--- config.mk ---
export PLATFORM = sky130hd
export DESIGN_NAME = int_to_fp_converter
export DESIGN_NICKNAME = d
export VERILOG_FILES = /design/src/rtl/int_to_fp_converter.sv
export SDC_FILE = /design/constraint.sdc
export NUM_CORES = 1
export LEC_CHECK = 0
export CELL_PAD_IN_SITES_DETAIL_PLACEMENT = 0
export CELL_PAD_IN_SITES_GLOBAL_PLACEMENT = 1
export CORE_MARGIN = 1.5
export CORE_UTILIZATION = 29
export DETAILED_ROUTE_END_ITERATION = 7
export GPL_ROUTABILITY_DRIVEN = 0
export PLACE_DENSITY = 0.7
export SYNTH_ARGS = -nofsm -noshare
export SYNTH_HDL_FRONTEND = slang
export SYNTH_SLANG_ARGS = --single-unit
--- constraint.sdc ---
create_clock -name clk -period 5 [get_ports clk]
set_input_delay 0.5 -clock clk [delete_from_list [all_inputs] [get_ports clk]]
set_output_delay 0.5 -clock clk [all_outputs]
set_load 0.02 [all_outputs]
--- src/rtl/int_to_fp_converter.sv ---
// Integer to IEEE-754 double converter.
// Accepts a signed or unsigned WIDTH-bit integer and produces a double, using
// round-toward-zero. Normalisation shifts the magnitude left one bit per cycle
// until its MSB is set, so latency depends on the operand's leading zeros.
// Both sides use valid/ready handshakes, and one conversion is in flight at a time.
module int_to_fp_converter #(
   parameter int WIDTH = 64
) (
   input  logic             clk,
   input  logic             rst,
   input  logic             in_valid,
   output logic             in_ready,
   input  logic [WIDTH-1:0] in_data,
   input  logic             in_signed,
   output logic             out_valid,
   input  logic             out_ready,
   output logic [63:0]      out_data
);

   // A 7-bit count covers the largest shift count (WIDTH-1 = 63).
   localparam int CW = 7;

   typedef enum logic [1:0] {
      IDLE,
      NORM,
      DONE
   } state_t;

   state_t           state_q, state_d;
   logic [WIDTH-1:0] mag_q, mag_d;
   logic [CW-1:0]    cnt_q, cnt_d;
   logic             sign_q, sign_d;
   logic [63:0]      out_data_q, out_data_d;

   logic             in_neg;
   logic [WIDTH-1:0] in_mag;
   logic [WIDTH-1:0] mag_shifted;
   logic [CW-1:0]    cnt_next;

   // Packs a normalised magnitude (MSB set) into a double. The magnitude is
   // left-aligned in 64 bits and the bits below the hidden one are kept.
   // This zero-fills narrow operands and truncates wide ones in a single
   // expression.
   function automatic logic [63:0] build_result(
      input logic             s,
      input logic [WIDTH-1:0] m,
      input logic [CW-1:0]    c
   );
      logic [63:0] ext;
      logic [10:0] e;
      ext = 64'(m) << (64 - WIDTH);
      e   = 11'(1023 + (WIDTH - 1) - int'(c));
      return {s, e, ext[62:11]};
   endfunction

   assign in_neg      = in_signed & in_data[WIDTH-1];
   assign in_mag      = in_neg ? (~in_data + WIDTH'(1)) : in_data;
   assign mag_shifted = mag_q << 1;
   assign cnt_next    = cnt_q + CW'(1);

   assign in_ready  = (state_q == IDLE);
   assign out_valid = (state_q == DONE);
   assign out_data  = out_data_q;

   // Next-state logic: accept an operand, normalise it, then hold the result for the consumer.
   always_comb begin
      // NOTE: every output of this block gets a default first, so no path leaves one unassigned (no latch).
      state_d    = state_q;
      mag_d      = mag_q;
      cnt_d      = cnt_q;
      sign_d     = sign_q;
      out_data_d = out_data_q;
      case (state_q)
         IDLE: begin
            if (in_valid) begin
               sign_d = in_neg;
               mag_d  = in_mag;
               cnt_d  = '0;
               if (in_mag == '0) begin
                  // Zero is always +0.0.
                  sign_d     = 1'b0;
                  out_data_d = 64'h0;
                  state_d    = DONE;
               end else if (in_mag[WIDTH-1]) begin
                  out_data_d = build_result(in_neg, in_mag, '0);
                  state_d    = DONE;
               end else begin
                  state_d = NORM;
               end
            end
         end
         NORM: begin
            mag_d = mag_shifted;
            cnt_d = cnt_next;
            if (mag_shifted[WIDTH-1]) begin
               out_data_d = build_result(sign_q, mag_shifted, cnt_next);
               state_d    = DONE;
            end
         end
         DONE: begin
            // The result stays in out_data_q after the handshake.
            if (out_ready) begin
               state_d = IDLE;
            end
         end
         default: state_d = IDLE;
      endcase
   end

   // State registers; reset discards any in-flight conversion.
   always_ff @(posedge clk or posedge rst) begin
      // NOTE: non-blocking assignments make all registers update together from the values they had before the edge.
      if (rst) begin
         state_q    <= IDLE;
         mag_q      <= '0;
         cnt_q      <= '0;
         sign_q     <= 1'b0;
         out_data_q <= 64'h0;
      end else begin
         state_q    <= state_d;
         mag_q      <= mag_d;
         cnt_q      <= cnt_d;
         sign_q     <= sign_d;
         out_data_q <= out_data_d;
      end
   end

endmodule

==> impl_metrics.csv <==
group,metric,value,unit
yosys,synth_area_leaders,"dfrtp_1, mux2_2, mux2_1, nor2_1, xnor2_1",
die,initial_core_util,29.6,%
sta,finClkSkew,0.0107,ns
place,dpl_worst_slack,-0.134,ns
clock_tree,h-tree-depth,4,
yosys,synthArstFlopShare,100,%
global_route,first_global_vias,7285,
critical_path,cpPeakStageDelay,0.59,ns
yosys,avgSynthCellArea,9.42,um^2
yosys,netlist_area,8540,um^2
clock_tree,hold_buffers,0,
cells_and_area,layout.nets,1161,
yosys,netlist_top_cells_count,"dfrtp_1, nor2_1, o21ai_0, nand2_1, a21oi_1",
critical_path,critPathLaunchType,"primary input",
detailed_routing,firstDrtPassIters,5,
cells_and_area,n_antenna_cell,0,
pwr,pwr-share-seq,33.0,%
die,coreArea,28900,um^2
pwr,internal_power,3.65,mW
clock_tree,cts_sinks,137,
critical_path,startpoint,"in_data[17]",
yosys,synth_edf_count,0,
critical_path,cp_slowest_cell,"or4_4",
pwr,peakVddDrop,0.314,mV
die,die_w,175,um
yosys,synth_cells,907,
yosys,yosysTopAreaCell,"dfrtp_1",
sta,fmax,0.210,GHz
critical_path,worstPathCellList,"clkdlybuf4s50_1 -> or4_1 -> or4_1 -> or4_4 -> o21ai_1 -> xor2_1 -> nand3_1 -> or4_4 -> or3_4 -> o21ai_4 -> buf_12 -> mux2_1",
clock_tree,clock_latency,0.42,ns
detailed_routing,vias,7389,
sta,relSlewSlack,28.0,%
yosys,syn-num-nets,979,
cells_and_area,drive_above_1_share,18.5,%
sta,hold_viol_final,0,
detailed_routing,wire_per_inst,17.1,um
pwr,power_density,511,nW/um^2
critical_path,critPathRequiredTime,5.30,ns
sta,drv_slew,0,
hold_path,hp-start,"out_data[56]$_DFFE_PP0P_",
hold_path,min_path_cells,1,
yosys,ys_warn_count,0,
detailed_routing,wirelength,25500,um
detailed_routing,ant_nets,0,
pwr,swShare,37.2,%
hold_path,hold_class,"reg -> reg",
yosys,synthDistinctLibCells,72,
pwr,power.leakage,4.37,nW
sta,setup_viol,0,
clock_tree,clockBufferDepth,2,
die,rows,62,
detailed_routing,drc,0,
die,die_h,175,um
yosys,synth_most_common_cell,"dfrtp_1",
critical_path,cp_max_fo,35,
pwr,comb_power_share,45.4,%
job,maxCapViolations,0,
yosys,synth_seq_cells,137,
global_route,grt_overflow,0,
global_route,antenna_found_initial,0,
global_route,grt_max_degree,74,
clock_tree,cts_inserted_buffers,17,
clock_tree,clk_pin_slew,0.06,ns
global_route,grt.total_usage,17.1,%
place,place.port_buffers,134,
sta,fin_ws,0.249,ns
yosys,ys_seq_area_share,40.1,%
sta,finalCritPeriodShare,95.0,%
cells_and_area,layout.cells.non_filler,1486,
critical_path,worst-setup-path-type,"in -> reg",
global_route,grt_pass1_wl,40700,um
sta,grt_setup_unrepaired,"false",
critical_path,r2r-start,"state_q[1]$_DFFE_PP0P_",
critical_path,cp.arrival,5.05,ns
clock_tree,cts_root_buffer,"clkbuf_16",
pwr,clockPowerShare,21.5,%
run_status,status,"complete, no violations",
clock_tree,cts_tree,"yes",
detailed_routing,drt_iter0_drc,386,
place,dp_hpwl,19400,um
cells_and_area,syn2layout_area_growth,33.3,%
place,dp.cells,1454,
sta,worstMarginPinSlew,1.08,ns
die,pin_count,135,
critical_path,end_kind,"register",
pwr,power,5.81,mW
detailed_routing,via_per_inst,4.97,
critical_path,r2r_cells,7,
pwr,p_sw,2.16,mW
yosys,yosys.area.top_type_share,40.1,%
die,die-area,30500,um^2
sta,fin_crit,4.75,ns
clock_tree,cts_resized,0,
cells_and_area,fin_util,39.4,%
yosys,ys.flop_type,"dfrtp_1",
clock_tree,post_cts.repair.setup_buffers,0,
## power by group through the flow
| stage | clock network (mW) | registers, mW | logic (mW) |
|---|---|---|---|
| finish | 1.25 | 1.92 | 2.64 |
| global route | 1.33 | 1.99 | 2.89 |
| CTS | 1.29 | 1.92 | 2.69 |
| detailed placement | 0 | 1.93 | 2.67 |
| global placement | 0 | 1.93 | 2.63 |
| floorplan | 0 | 2.15 | 1.48 |
## metal layers
layer / vias to the layer above / GRT usage [%] / share of wire (%)
li1: 3646 / - / -
met1: 3547 / 23.5 / 48
met2: 171 / 27.7 / 46
met3: 25 / 3.09 / 4.6
met4: 0 / 4.06 / 1.0
met5: - / 0 / 0
## state kept, by name (all words and copies together), names as in the netlist
name and count:
cnt_q 7, mag_q 63, out_data 64, sign_q 1, state_q 2
## path summary, 6_finish.rpt
| path | slack, ns | endpoint |
|---|---|---|
| worst max-delay path | 0.25 | out_data[36]$_DFFE_PP0P_ |
| worst min-delay path | 0.48 | out_data[56]$_DFFE_PP0P_ |
| worst max register to register | 2.25 | out_data[36]$_DFFE_PP0P_ |
| worst min register to register | 0.48 | out_data[56]$_DFFE_PP0P_ |
| max in group asynchronous | 3.52 | out_data[26]$_DFFE_PP0P_ |
| min in group asynchronous | 0.51 | out_data[4]$_DFFE_PP0P_ |
## cells in the final DEF, fill, tap and decap left out, types with 5 or more instances in the layout
cell	synthesis	layout
dfrtp_1	137	137
clkdlybuf4s50_1	0	134
nor2_1	102	101
buf_4	2	95
o21ai_0	62	62
nand2_1	59	59
a21oi_1	57	56
mux2_2	51	51
mux2_1	50	50
xnor2_1	42	42
xor2_1	31	31
nand3_1	25	25
nor3_1	22	22
a22oi_1	19	19
clkbuf_16	0	17
nor4_1	16	16
or4_1	15	15
inv_1	13	12
nand4_1	10	10
o31ai_1	10	10
or3_1	7	7
a31oi_1	7	7
mux2i_1	7	7
or4_4	6	6
and3_1	6	6
nand4b_1	5	5
inv_6	0	5
## final cells by class
class / count / area (um^2)
inverters: 13 / 53.8
well taps: 384 / 480
fillers: 2892 / 17500
clock buffers: 19 / 433
multi-input cells: 687 / 4710
clock inverters: 13 / 143
flip-flops and latches: 137 / 3430
repair buffers: 233 / 2130
## metrics by stage
| stage | hold slack, ns | setup TNS, ns | instance area [um^2] |
|---|---|---|---|
| finish | 0.482 | 0 | 11400 |
| global route | 0.498 | 0 | 11400 |
| CTS | 0.482 | 0 | 11400 |
| detailed placement | 0.468 | -6.00 | 10800 |
| global placement | 0.460 | -5.01 | 10800 |
| floorplan | 0.449 | 0 | 8540 |
## worst max-delay path: cells and delay by family
kind            cells  cell delay, ns
compound gates      2            0.40
buf+inv             2            0.77
mux                 1            0.35
xor+xnor            1            0.27
simple gates        6            2.71
## cells by family (layout without fill, tap and decap cells)
group	Yosys count	in the layout	share of synthesized area, %
buffers and inverters	83	278	4.97
muxes	108	108	14.1
xor gates and xnor gates	73	73	7.49
and+or+nand+nor	307	307	18.5
adders and majority gates	3	3	0.440
AOI/OAI and AO/OA	196	196	14.3
DFF	137	137	40.1
(Power assumes the default switching activity.)
